## src/rtl/uart_tx.sv

```systemverilog
// uart_tx: UART transmitter. Sends a start bit, 8 data bits LSB first, an
// optional parity bit and a stop bit. Each bit lasts prescale_eff clock cycles.
// Optional macro UART_TX_HOLD_EN adds a one-entry holding register, so a word
// offered mid-frame is queued instead of dropped. It also adds the hold_full output.
module uart_tx #(
  parameter int DATA_W     = 8,
  parameter int PRESCALE_W = 6
) (
  input  logic                  clk,
  input  logic                  rst,
  input  logic [DATA_W-1:0]     P_DATA,
  input  logic                  DATA_VALID,
  input  logic                  PAR_EN,
  input  logic                  PAR_TYP,
  input  logic [PRESCALE_W-1:0] prescale,
  output logic                  TX_OUT,
  output logic                  busy
`ifdef UART_TX_HOLD_EN
  ,
  output logic                  hold_full
`endif
);

  localparam int BIT_W = $clog2(DATA_W);

  typedef enum logic [2:0] {IDLE, START, DATA, PARITY, STOP} state_t;

  state_t                state;
  logic [PRESCALE_W-1:0] edge_cnt;
  logic [PRESCALE_W-1:0] presc_q;
  logic [BIT_W-1:0]      bit_cnt;
  logic [DATA_W-1:0]     data_q;
  logic                  par_en_q;
  logic                  par_typ_q;

  // Divisors of 0 or 1 cannot be split into a bit period, so they become 2.
  logic [PRESCALE_W-1:0] presc_in;
  assign presc_in = (prescale < PRESCALE_W'(2)) ? PRESCALE_W'(2) : prescale;

  logic last_edge;
  logic stop_end;
  logic parity_bit;
  assign last_edge  = (edge_cnt == presc_q - PRESCALE_W'(1));
  assign stop_end   = (state == STOP) && last_edge;
  assign parity_bit = par_typ_q ? ~^data_q : ^data_q;

  // Word launched at this edge: it comes from the inputs or from the holding register.
  logic                  launch;
  logic [DATA_W-1:0]     l_data;
  logic                  l_par_en;
  logic                  l_par_typ;
  logic [PRESCALE_W-1:0] l_presc;

`ifdef UART_TX_HOLD_EN
  logic [DATA_W-1:0]     hold_data;
  logic                  hold_par_en;
  logic                  hold_par_typ;
  logic [PRESCALE_W-1:0] hold_presc;
  logic                  launch_hold;
  logic                  hold_load;

  // At the end of STOP a held word takes priority, and a simultaneous new word refills the hold.
  always_comb begin
    // NOTE: every always_comb output gets a default first, so no latch can be inferred.
    launch_hold = stop_end && hold_full;
    launch      = ((state == IDLE) && DATA_VALID) || (stop_end && (hold_full || DATA_VALID));
    hold_load   = DATA_VALID && (state != IDLE) && (stop_end ? hold_full : !hold_full);
    l_data      = P_DATA;
    l_par_en    = PAR_EN;
    l_par_typ   = PAR_TYP;
    l_presc     = presc_in;
    if (launch_hold) begin
      l_data    = hold_data;
      l_par_en  = hold_par_en;
      l_par_typ = hold_par_typ;
      l_presc   = hold_presc;
    end
  end

  // Holding register: filled while a frame is in progress, emptied when its word launches.
  always_ff @(posedge clk) begin
    if (rst) begin
      hold_full    <= 1'b0;
      hold_data    <= '0;
      hold_par_en  <= 1'b0;
      hold_par_typ <= 1'b0;
      hold_presc   <= '0;
    end else if (hold_load) begin
      hold_full    <= 1'b1;
      hold_data    <= P_DATA;
      hold_par_en  <= PAR_EN;
      hold_par_typ <= PAR_TYP;
      hold_presc   <= presc_in;
    end else if (launch_hold) begin
      hold_full    <= 1'b0;
    end
  end
`else
  // Without a holding register, words are taken only when idle or on the last stop cycle.
  always_comb begin
    launch    = DATA_VALID && ((state == IDLE) || stop_end);
    l_data    = P_DATA;
    l_par_en  = PAR_EN;
    l_par_typ = PAR_TYP;
    l_presc   = presc_in;
  end
`endif

  // Frame sequencer: the bit timer, the state and the registered line and busy outputs.
  always_ff @(posedge clk) begin
    // NOTE: sequential state uses non-blocking assignments only, so every register samples pre-edge values.
    if (rst) begin
      state     <= IDLE;
      edge_cnt  <= '0;
      bit_cnt   <= '0;
      data_q    <= '0;
      par_en_q  <= 1'b0;
      par_typ_q <= 1'b0;
      presc_q   <= '0;
      TX_OUT    <= 1'b1;
      busy      <= 1'b0;
    end else begin
      if (launch) begin
        data_q    <= l_data;
        par_en_q  <= l_par_en;
        par_typ_q <= l_par_typ;
        presc_q   <= l_presc;
      end

      if (state == IDLE) begin
        if (launch) begin
          state    <= START;
          edge_cnt <= '0;
          TX_OUT   <= 1'b0;
          busy     <= 1'b1;
        end
      end else if (!last_edge) begin
        edge_cnt <= edge_cnt + PRESCALE_W'(1);
      end else begin
        edge_cnt <= '0;
        case (state)
          START: begin
            state   <= DATA;
            bit_cnt <= '0;
            TX_OUT  <= data_q[0];
          end
          DATA: begin
            if (bit_cnt != BIT_W'(DATA_W - 1)) begin
              bit_cnt <= bit_cnt + BIT_W'(1);
              TX_OUT  <= data_q[bit_cnt + BIT_W'(1)];
            end else if (par_en_q) begin
              state  <= PARITY;
              TX_OUT <= parity_bit;
            end else begin
              state  <= STOP;
              TX_OUT <= 1'b1;
            end
          end
          PARITY: begin
            state  <= STOP;
            TX_OUT <= 1'b1;
          end
          STOP: begin
            if (launch) begin
              state  <= START;
              TX_OUT <= 1'b0;
            end else begin
              state  <= IDLE;
              TX_OUT <= 1'b1;
              busy   <= 1'b0;
            end
          end
          default: begin
            state  <= IDLE;
            TX_OUT <= 1'b1;
            busy   <= 1'b0;
          end
        endcase
      end
    end
  end

endmodule

```

## config.mk

```make
export PLATFORM = sky130hd
export DESIGN_NAME = uart_tx
export DESIGN_NICKNAME = d
export VERILOG_FILES = /design/src/rtl/uart_tx.sv
export SDC_FILE = /design/constraint.sdc
export NUM_CORES = 1
export LEC_CHECK = 0
export ABC_AREA = 1
export CAP_MARGIN = 30
export CORE_MARGIN = 2
export CORE_UTILIZATION = 40
export DETAILED_ROUTE_END_ITERATION = 7
export SYNTH_ARGS = -nofsm -noshare
export SYNTH_HDL_FRONTEND = slang
export SYNTH_SLANG_ARGS = --single-unit
```

## constraint.sdc

```tcl
create_clock -name clk -period 3.1 [get_ports clk]
set_input_delay 0.62 -clock clk [delete_from_list [all_inputs] [get_ports clk]]
set_output_delay 0.62 -clock clk [all_outputs]
set_load 0.02 [all_outputs]
```

==> flow_metrics.env, run 1 <==
export IMPL_path_clk_slew_ns=0.06
export IMPL_nFillCells=466
export IMPL_vdd_ir_drop_max_uv=353
export IMPL_path_max_fanout=26
export IMPL_grt_max_degree=27
export IMPL_fmax_ghz=0.487
export IMPL_drc_errors=0
export IMPL_pwr_share_comb=0.491
export IMPL_htree_num_levels=2
export IMPL_dpl_hpwl_um=2860
export IMPL_start_util=0.410
export IMPL_dp_cells=328
export IMPL_cp_end_kind="flop"
export IMPL_async_reset_ff_frac=0
export IMPL_r2r_cells=10
export IMPL_ys_flop_type="dfxtp_1"
export IMPL_cts_buffer_depth=2
export IMPL_maxSlewViolCount=0
export IMPL_required_ns=3.26
export IMPL_wl_per_cell_um=11.2
export IMPL_postCtsSetupBuffers=0
export IMPL_multiInputGateArea_um2=993
export IMPL_synth_cell_types=28
export IMPL_place_gp_congestion=0.805
export IMPL_syn_to_final_growth_pct=17.6
export IMPL_slew_limit_headroom=0.743
export IMPL_stdcell_count=335
export IMPL_final_setup_tns_ns=0
export IMPL_drt_initial_drc_count=66
export IMPL_die_x_um=70.6
export IMPL_drive_gt1_frac=0.0813
export IMPL_final_hold_viol_count=0
export IMPL_ys_ff_latch=30
export IMPL_reg2reg_setup_slack_ns=1.05
export IMPL_ys_top_cells_by_count="nand2_1 (62), inv_1 (32), dfxtp_1 (30)"
export IMPL_reg2reg_from="presc_q[0]$_SDFFE_PP0P_"
export IMPL_synth_avg_cell_area_um2=6.82
export IMPL_cts_buffers=5
export IMPL_row_count=24
export IMPL_synth_edf_count=0
export IMPL_diodes=0
export IMPL_worstMarginPinSlew_ns=0.385
export IMPL_overflow=0
export IMPL_min_period_over_period=0.663
export IMPL_switching_share=0.438
export IMPL_vias_per_cell=4.88
export IMPL_placement_cell_area_um2=2010
export IMPL_num_io_pins=21
export IMPL_p_int_mw=0.960
export IMPL_cts_hold_fix_buffers=0
export IMPL_yosysWarningCount=0
export IMPL_startpoint_type="flop"
export IMPL_synth_nets=283
export IMPL_clkPwrFrac=0.171
export IMPL_grtUsageTotal=0.168
export IMPL_core_um2=4320
export IMPL_yosysTopAreaCell="dfxtp_1"
export IMPL_grt_pass1_wl_um=6560
export IMPL_regArea_um2=601
export IMPL_cts_root_buf="clkbuf_8"
export IMPL_syn_instance_count=260
export IMPL_power_density_nw_per_um2=818
export IMPL_die_h_um=70.6
export IMPL_synth_top_area_frac=0.339
export IMPL_crit_arrival_ns=2.21
export IMPL_design_area_um2=2090
export IMPL_max_cap_violations=0
export IMPL_drt_first_pass_iters=4
export IMPL_preCtsSetupSlack_ns=1.03
export IMPL_cts_sinks=30
export IMPL_clock_skew_ns=0.00527
export IMPL_setup_viol=0
export IMPL_ys_top_cells_by_area="dfxtp_1 (34%), nand2_1 (13%), a21oi_1 (7.6%)"
export IMPL_io_buffers=20
export IMPL_synth_seq_area_share=0.339
export IMPL_die_area_um2=4980
export IMPL_timing_final_crit_period_ns=2.05
export IMPL_critPathLaunch="presc_q[0]$_SDFFE_PP0P_"
export IMPL_fin_ws_ns=1.05
export IMPL_ctsResizeCount=0
export IMPL_totalWireLength_um=3750
export IMPL_holdCritPathClass="flop to flop"
export IMPL_power_switching_mw=0.747
export IMPL_yosysMostFrequentCell="nand2_1"
export IMPL_status="completed"
export IMPL_syn_cell_area_um2=1770
export IMPL_endpoint="data_q[5]$_SDFFE_PP0P_"
export IMPL_seqPwrFrac=0.338
export IMPL_cts_tree="built"
export IMPL_grt_pass1_vias=1514
export IMPL_critical_path_class="flop to flop"
export IMPL_leakage_nw=0.906
export IMPL_worstSkewPairLatency_ns=0.28
export IMPL_ant_nets=0
export IMPL_rsz0062_at_grt="false"
export IMPL_fin_nets=306
export IMPL_reg2reg_to="data_q[5]$_SDFFE_PP0P_"
export IMPL_antenna_found_initial=0
export IMPL_vias=1636
-- registers in the layout (all words and copies together), names as in the netlist --
signal and cells:
data_q 8, edge_cnt 6, presc_q 6, bit_cnt 3
state 3, TX_OUT 1, busy 1, par_en_q 1
par_typ_q 1
-- stage by stage --
step	util	total power [mW]	hold WS (ns)
3_5_place_dp	0.465	1.43	0.464
6_report	0.482	1.71	0.466
4_1_cts	0.482	1.73	0.472
5_1_grt	0.482	1.88	0.487
2_1_floorplan	-	1.28	0.445
3_3_place_gp	0.465	1.42	0.451
-- worst max-delay path, cell delays in order, from the launching register on --
cell,delay (ns)
dfxtp_1,0.37
inv_2,0.08
ha_1,0.32
xor2_1,0.13
nand3_1,0.08
nor2_1,0.17
nand3_2,0.13
nand2_4,0.19
nand2_4,0.20
o21ai_0,0.20
a21oi_1,0.06
-- logic make-up (layout without fill, tap and decap cells) --
| family | Yosys count | in the layout | synth area share |
|---|---|---|---|
| AO/OA/AOI/OAI | 52 | 52 | 0.158 |
| XOR/XNOR | 14 | 14 | 0.0691 |
| AND/OR/NAND/NOR | 118 | 118 | 0.305 |
| buffers and inverters | 42 | 65 | 0.102 |
| adder cells (fa/ha/maj) | 4 | 4 | 0.0282 |
| flip-flops | 30 | 30 | 0.339 |
-- layout make-up --
cell class / instances / area share
Multi-Input combinational cell: 188 / 0.476
Sequential cell: 30 / 0.288
Tap cell: 52 / 0.0312
Inverter: 36 / 0.0648
Timing Repair Buffer: 22 / 0.103
Clock buffer: 7 / 0.0366
-- worst min path at each step --
stage                                 start                      end  slack [ns]  cells after the start
floorplan            par_typ_q$_SDFFE_PP0P_   par_typ_q$_SDFFE_PP0P_        0.44                      2
global placement          busy$_SDFFE_PP0P_        busy$_SDFFE_PP0P_        0.45                      2
detailed placement  bit_cnt[2]$_SDFFE_PP0P_  bit_cnt[2]$_SDFFE_PP0P_        0.46                      2
CTS                 bit_cnt[2]$_SDFFE_PP0P_  bit_cnt[2]$_SDFFE_PP0P_        0.47                      2
global route        bit_cnt[2]$_SDFFE_PP0P_  bit_cnt[2]$_SDFFE_PP0P_        0.49                      2
finish                    busy$_SDFFE_PP0P_        busy$_SDFFE_PP0P_        0.47                      2
-- cell usage in the layout, fill, tap and decap left out, types with 7 or more instances in the layout --
master,synthesis,routed
clkdlybuf4s50_1,0,20
a21oi_1,27,27
dfxtp_1,30,30
o21ai_0,13,13
xor2_1,7,7
nor2_1,14,14
xnor2_1,7,7
inv_1,32,32
nand3_1,25,25
nand2_1,62,62
-- metal layers --
metal | part of all wire | GRT usage | wire length, µm
met1 | 0.47 | 0.208 | 1770
met4 | 0.018 | 0.0692 | 68
met5 | 0 | 0 | 0
met3 | 0.046 | 0.0470 | 173
met2 | 0.46 | 0.277 | 1740
-- power by group through the flow --
stage                     sequential [mW]  clock, mW  combinational, mW
after floorplan                     0.577          0              0.700
after global placement              0.585          0              0.836
after detailed placement            0.586          0              0.846
after CTS                           0.577      0.304              0.848
after global routing                0.591      0.321              0.964
final                               0.576      0.293              0.838
Power figures use the tool's default switching activity.
==> inputs of run 2 (changes only) <==
==> constraint.sdc (replaced) <==
create_clock -name clk -period 1.9 [get_ports clk]
set_input_delay 0.38 -clock clk [delete_from_list [all_inputs] [get_ports clk]]
set_output_delay 0.38 -clock clk [all_outputs]
set_load 0.02 [all_outputs]
==> flow_metrics.env, run 2 (same netlist as run 1, synthesis figures left out) <==
export IMPL_critPathLaunch="presc_q[1]$_SDFFE_PP0P_"
export IMPL_status="completed"
export IMPL_reg2reg_setup_slack_ns=0.1
export IMPL_drc_errors=0
export IMPL_regArea_um2=603
export IMPL_design_area_um2=2330
export IMPL_holdCritPathClass="flop to flop"
export IMPL_reg_top3="data_q x8, edge_cnt x6, presc_q x6"
export IMPL_fin_nets=320
export IMPL_syn_to_final_growth_pct=31.5
export IMPL_maxSlewViolCount=0
export IMPL_totalWireLength_um=4400
export IMPL_drive_gt1_frac=0.171
export IMPL_vias_per_cell=5.13
export IMPL_hold_start="busy$_SDFFE_PP0P_"
export IMPL_final_setup_tns_ns=0
export IMPL_slowest_stage="dfxtp_2"
export IMPL_fin_ws_ns=0.0988
export IMPL_min_period_over_period=0.948
export IMPL_cts_buffers=5
export IMPL_cts_sinks=30
export IMPL_htree_num_levels=2
export IMPL_cpLargestDelayFamily="simple AND/OR/NAND/NOR gates"
export IMPL_overflow=0
export IMPL_place_gp_congestion=0.801
export IMPL_fmax_ghz=0.555
export IMPL_cts_buffer_depth=2
export IMPL_final_common_cell="nand2_1"
export IMPL_slew_limit_headroom=0.716
export IMPL_critical_path_class="flop to flop"
export IMPL_total_power_mw=3.39
export IMPL_vias=1794
export IMPL_dp_cells=338
export IMPL_cts_tree="built"
export IMPL_max_cap_violations=0
export IMPL_hold_end="busy$_SDFFE_PP0P_"
export IMPL_core_um2=4320
export IMPL_fin_util=0.540
export IMPL_wl_per_cell_um=12.6
export IMPL_antenna_found_initial=0
export IMPL_leakage_nw=1.00
export IMPL_num_io_pins=21
export IMPL_crit_buf_inv=1
export IMPL_cp_cell_sequence="inv_1, ha_4, xor2_1, nand3_1, nor2_2, nand3_4, nand2_4, nand2_8, nand2_1, nand3_1, nand2_1, nand2_1"
export IMPL_dpl_hpwl_um=3060
export IMPL_rsz0062_at_grt="true"
export IMPL_crit_arrival_ns=1.98
export IMPL_grt_pass1_wl_um=7130
export IMPL_largest_register_ffs=8
export IMPL_path_max_fanout=7
export IMPL_stdcell_count=350
export IMPL_cts_root_buf="clkbuf_8"
export IMPL_setup_viol=0
export IMPL_diodes=0
export IMPL_crit_path_max_incr_delay_ns=0.33
export IMPL_largest_register="data_q"
export IMPL_row_count=24
export IMPL_worstSkewPairLatency_ns=0.28
export IMPL_worst_hold_slack_ns=0.462
export IMPL_worstMarginPinSlew_ns=0.426
export IMPL_drt_initial_drc_count=88
export IMPL_r2r_cells=12
export IMPL_drt_first_pass_iters=4
export IMPL_mostFrequentLayoutCells="nand2_1 (60), inv_1 (31), dfxtp_1 (28)"
export IMPL_timing_final_crit_period_ns=1.80
export IMPL_required_ns=2.08
export IMPL_start_util=0.410
export IMPL_path_clk_slew_ns=0.07
export IMPL_multiInputGateArea_um2=1100
export IMPL_ant_nets=0
export IMPL_startpoint_type="flop"
export IMPL_reg2reg_to="TX_OUT$_SDFFE_PP1P_"
export IMPL_vdd_ir_drop_max_uv=704
export IMPL_grt_max_degree=27
export IMPL_min_path_cells=2
export IMPL_cts_hold_fix_buffers=0
export IMPL_cp_end_kind="flop"
export IMPL_die_h_um=70.6
export IMPL_final_hold_viol_count=0
export IMPL_die_area_um2=4980
export IMPL_cpMostUsedCell="nand2_1"
export IMPL_reg2reg_from="presc_q[1]$_SDFFE_PP0P_"
export IMPL_placement_cell_area_um2=2080
export IMPL_io_buffers=20
export IMPL_nFillCells=444
export IMPL_preCtsSetupSlack_ns=0.0339
export IMPL_grt_pass1_vias=1633
export IMPL_clock_skew_ns=0.00445
export IMPL_power_density_nw_per_um2=1450
export IMPL_die_x_um=70.6
export IMPL_grtUsageTotal=0.177
run 2: worst max path at each step:
stage	end	slack [ns]	depth (start not counted)
floorplan	presc_q[4]$_SDFFE_PP0P_	0.19	11
global placement	TX_OUT$_SDFFE_PP1P_	0.10	12
detailed placement	presc_q[2]$_SDFFE_PP0P_	0.03	10
CTS	presc_q[2]$_SDFFE_PP0P_	0.02	10
global route	state[0]$_SDFFE_PP0P_	-0.03	14
finish	TX_OUT$_SDFFE_PP1P_	0.1	12
run 2: final cells by class:
type / instances / area share
multi-input combinational: 191 / 0.472
inverter: 36 / 0.0579
sequential: 30 / 0.258
tap: 52 / 0.0279
timing repair buffer: 33 / 0.136
clock buffer: 8 / 0.0472
run 2: repair_timing:
action                                  in CTS  in global routing
gates resized for setup                      0                 23
hold endpoints to repair                     0                  0
endpoints found under the setup margin       0                 23
setup buffers                                0                  1
run 2: routing by layer:
layer	track usage	share of wire	up-vias
met1	0.217	0.46	841
met4	0.0629	0.011	0
met3	0.0385	0.033	6
met5	0	0	-
met2	0.308	0.50	25
li1	-	-	922
run 2: power breakdown:
part / switching, mW / total (mW) / leakage [nW] / internal, mW
logic: 1.08 / 1.83 / 0.701 / 0.750
registers: 0.144 / 0.938 / 0.246 / 0.794
clock network: 0.255 / 0.621 / 0.0575 / 0.366
run 2: worst min-delay path: cells and delay by family (launching register included):
family / cells / cell delay (ns)
AO/OA/AOI/OAI: 1 / 0.05
flip-flops: 1 / 0.31
AND/OR/NAND/NOR: 1 / 0.06
==> inputs of run 3 (changes only) <==
--- a/config.mk
+++ b/config.mk
@@ -7,7 +7,6 @@
 export LEC_CHECK = 0
 export ABC_AREA = 1
 export CAP_MARGIN = 30
-export CORE_MARGIN = 2
 export CORE_UTILIZATION = 40
 export DETAILED_ROUTE_END_ITERATION = 7
 export SYNTH_ARGS = -nofsm -noshare
==> flow_metrics.env, run 3 (same netlist as run 1, synthesis figures left out) <==
export IMPL_r2r_cells=10
export IMPL_cts_buffer_depth=2
export IMPL_drt_first_pass_iters=4
export IMPL_drt_initial_drc_count=53
export IMPL_core_um2=4120
export IMPL_path_max_fanout=26
export IMPL_cts_sinks=30
export IMPL_min_path_cells=2
export IMPL_drc_errors=0
export IMPL_maxSlewViolCount=0
export IMPL_reg2reg_from="presc_q[1]$_SDFFE_PP0P_"
export IMPL_largest_register="data_q"
export IMPL_max_cap_violations=0
export IMPL_setup_viol=0
export IMPL_mostFrequentLayoutCells="nand2_1 (60), inv_1 (31), dfxtp_1 (28)"
export IMPL_switching_share=0.420
export IMPL_grt_max_degree=27
export IMPL_wl_per_cell_um=11.5
export IMPL_clkPwrFrac=0.197
export IMPL_cpMostUsedCell="nor2_2"
export IMPL_die_x_um=68.6
export IMPL_cp_depth=10
export IMPL_antenna_found_initial=0
export IMPL_seqPwrFrac=0.292
export IMPL_p_int_mw=1.88
export IMPL_pwr_share_comb=0.511
export IMPL_cts_root_buf="clkbuf_8"
export IMPL_num_io_pins=21
export IMPL_die_area_um2=4710
export IMPL_path_clk_slew_ns=0.07
export IMPL_slowest_stage="dfxtp_2"
export IMPL_power_switching_mw=1.36
export IMPL_slew_limit_headroom=0.735
export IMPL_htree_num_levels=2
export IMPL_min_period_over_period=0.922
export IMPL_clock_skew_ns=0.00374
export IMPL_syn_to_final_growth_pct=26.7
export IMPL_ant_nets=0
export IMPL_worstMarginPinSlew_ns=0.396
export IMPL_vdd_ir_drop_max_uv=615
export IMPL_crit_arrival_ns=1.93
export IMPL_cts_tree="built"
export IMPL_io_buffers=20
export IMPL_reg_top3="data_q x8, edge_cnt x6, presc_q x6"
export IMPL_final_setup_tns_ns=0
export IMPL_totalWireLength_um=3960
export IMPL_overflow=0
export IMPL_final_common_cell="nand2_1"
export IMPL_drive_gt1_frac=0.154
export IMPL_reg2reg_setup_slack_ns=0.15
export IMPL_grtUsageTotal=0.193
export IMPL_fin_nets=315
export IMPL_final_hold_viol_count=0
export IMPL_vias=1714
export IMPL_crit_buf_inv=1
export IMPL_design_area_um2=2250
export IMPL_place_gp_congestion=0.735
export IMPL_hold_end="busy$_SDFFE_PP0P_"
export IMPL_leakage_nw=0.980
export IMPL_crit_path_max_incr_delay_ns=0.33
export IMPL_row_count=23
export IMPL_holdCritPathClass="flop to flop"
export IMPL_critical_path_class="flop to flop"
export IMPL_grt_pass1_wl_um=6620
export IMPL_cts_hold_fix_buffers=0
export IMPL_startpoint_type="flop"
export IMPL_cts_buffers=5
export IMPL_cp_cell_sequence="buf_4, nor2_2, nand2_2, nor2_2, xor2_1, nand3_2, nand2_4, nand2_8, o21ai_0, a21oi_1"
export IMPL_start_util=0.431
export IMPL_status="completed"
export IMPL_cpLargestDelayFamily="simple AND/OR/NAND/NOR gates"
export IMPL_diodes=0
export IMPL_worst_hold_slack_ns=0.467
export IMPL_power_density_nw_per_um2=1440
export IMPL_cp_end_kind="flop"
export IMPL_dpl_hpwl_um=2960
export IMPL_worstSkewPairLatency_ns=0.29
export IMPL_dp_cells=333
export IMPL_die_h_um=68.6
export IMPL_grt_pass1_vias=1594
export IMPL_fmax_ghz=0.571
export IMPL_required_ns=2.08
export IMPL_placement_cell_area_um2=2060
export IMPL_largest_register_ffs=8
export IMPL_stdcell_count=343
export IMPL_vias_per_cell=5.00
export IMPL_reg2reg_to="par_typ_q$_SDFFE_PP0P_"
export IMPL_hold_start="busy$_SDFFE_PP0P_"
export IMPL_timing_final_crit_period_ns=1.75
export IMPL_rsz0062_at_grt="true"
## run 3: repair_timing
item | CTS | global route
pin swaps | 1 | 7
setup buffers | 1 | 1
resized for setup | 1 | 16
setup endpoints to repair | 6 | 24
## run 3: layout make-up
class,instances,area [µm²]
Clock inverter,3,40.0
Inverter,36,135
Clock buffer,5,68.8
Multi-Input combinational cell,188,1040
Sequential cell,30,603
Tap cell,50,62.6
Fill cell,416,1870
Timing Repair Buffer,31,299
## run 3: power by group through the flow
stage                     combinational, mW  clock, mW  sequential [mW]
final                                  1.66      0.638            0.946
after global routing                   1.87      0.680            0.965
after CTS                              1.56      0.654            0.944
after detailed placement               1.46          0            0.957
after global placement                 1.45          0            0.954
after floorplan                        1.14          0            0.942
## run 3: how the worst max path moves through the flow
| stage | start | endpoint |
|---|---|---|
| after floorplan | presc_q[0]$_SDFFE_PP0P_ | presc_q[4]$_SDFFE_PP0P_ |
| after global placement | presc_q[1]$_SDFFE_PP0P_ | TX_OUT$_SDFFE_PP1P_ |
| after detailed placement | presc_q[1]$_SDFFE_PP0P_ | data_q[5]$_SDFFE_PP0P_ |
| after CTS | presc_q[1]$_SDFFE_PP0P_ | data_q[5]$_SDFFE_PP0P_ |
| after global routing | presc_q[1]$_SDFFE_PP0P_ | state[0]$_SDFFE_PP0P_ |
| final | presc_q[1]$_SDFFE_PP0P_ | par_typ_q$_SDFFE_PP0P_ |
## run 3: routing by layer
metal / up-vias / track usage / part of all wire
met1: 765 / 0.212 / 0.46
met5: - / 0 / 0
met4: 0 / 0.0703 / 0.017
met3: 6 / 0.0592 / 0.033
met2: 23 / 0.346 / 0.49
li1: 920 / - / -
## run 3: per-stage QoR
| step | setup WS (ns) | util | power, mW |
|---|---|---|---|
| 2_1_floorplan | 0.192 | - | 2.08 |
| 3_3_place_gp | 0.0541 | 0.500 | 2.41 |
| 3_5_place_dp | -0.0220 | 0.500 | 2.42 |
| 5_1_grt | -0.00145 | 0.546 | 3.51 |
| 4_1_cts | 0.0247 | 0.534 | 3.16 |
| 6_report | 0.148 | 0.546 | 3.24 |
## run 3: worst reg2reg max path: cells and delay by family, from the launching register on
family / cells / cell delay, ns
flops: 1 / 0.33
buf+inv: 1 / 0.13
compound gates: 2 / 0.24
simple gates: 6 / 0.78
xor+xnor: 1 / 0.18
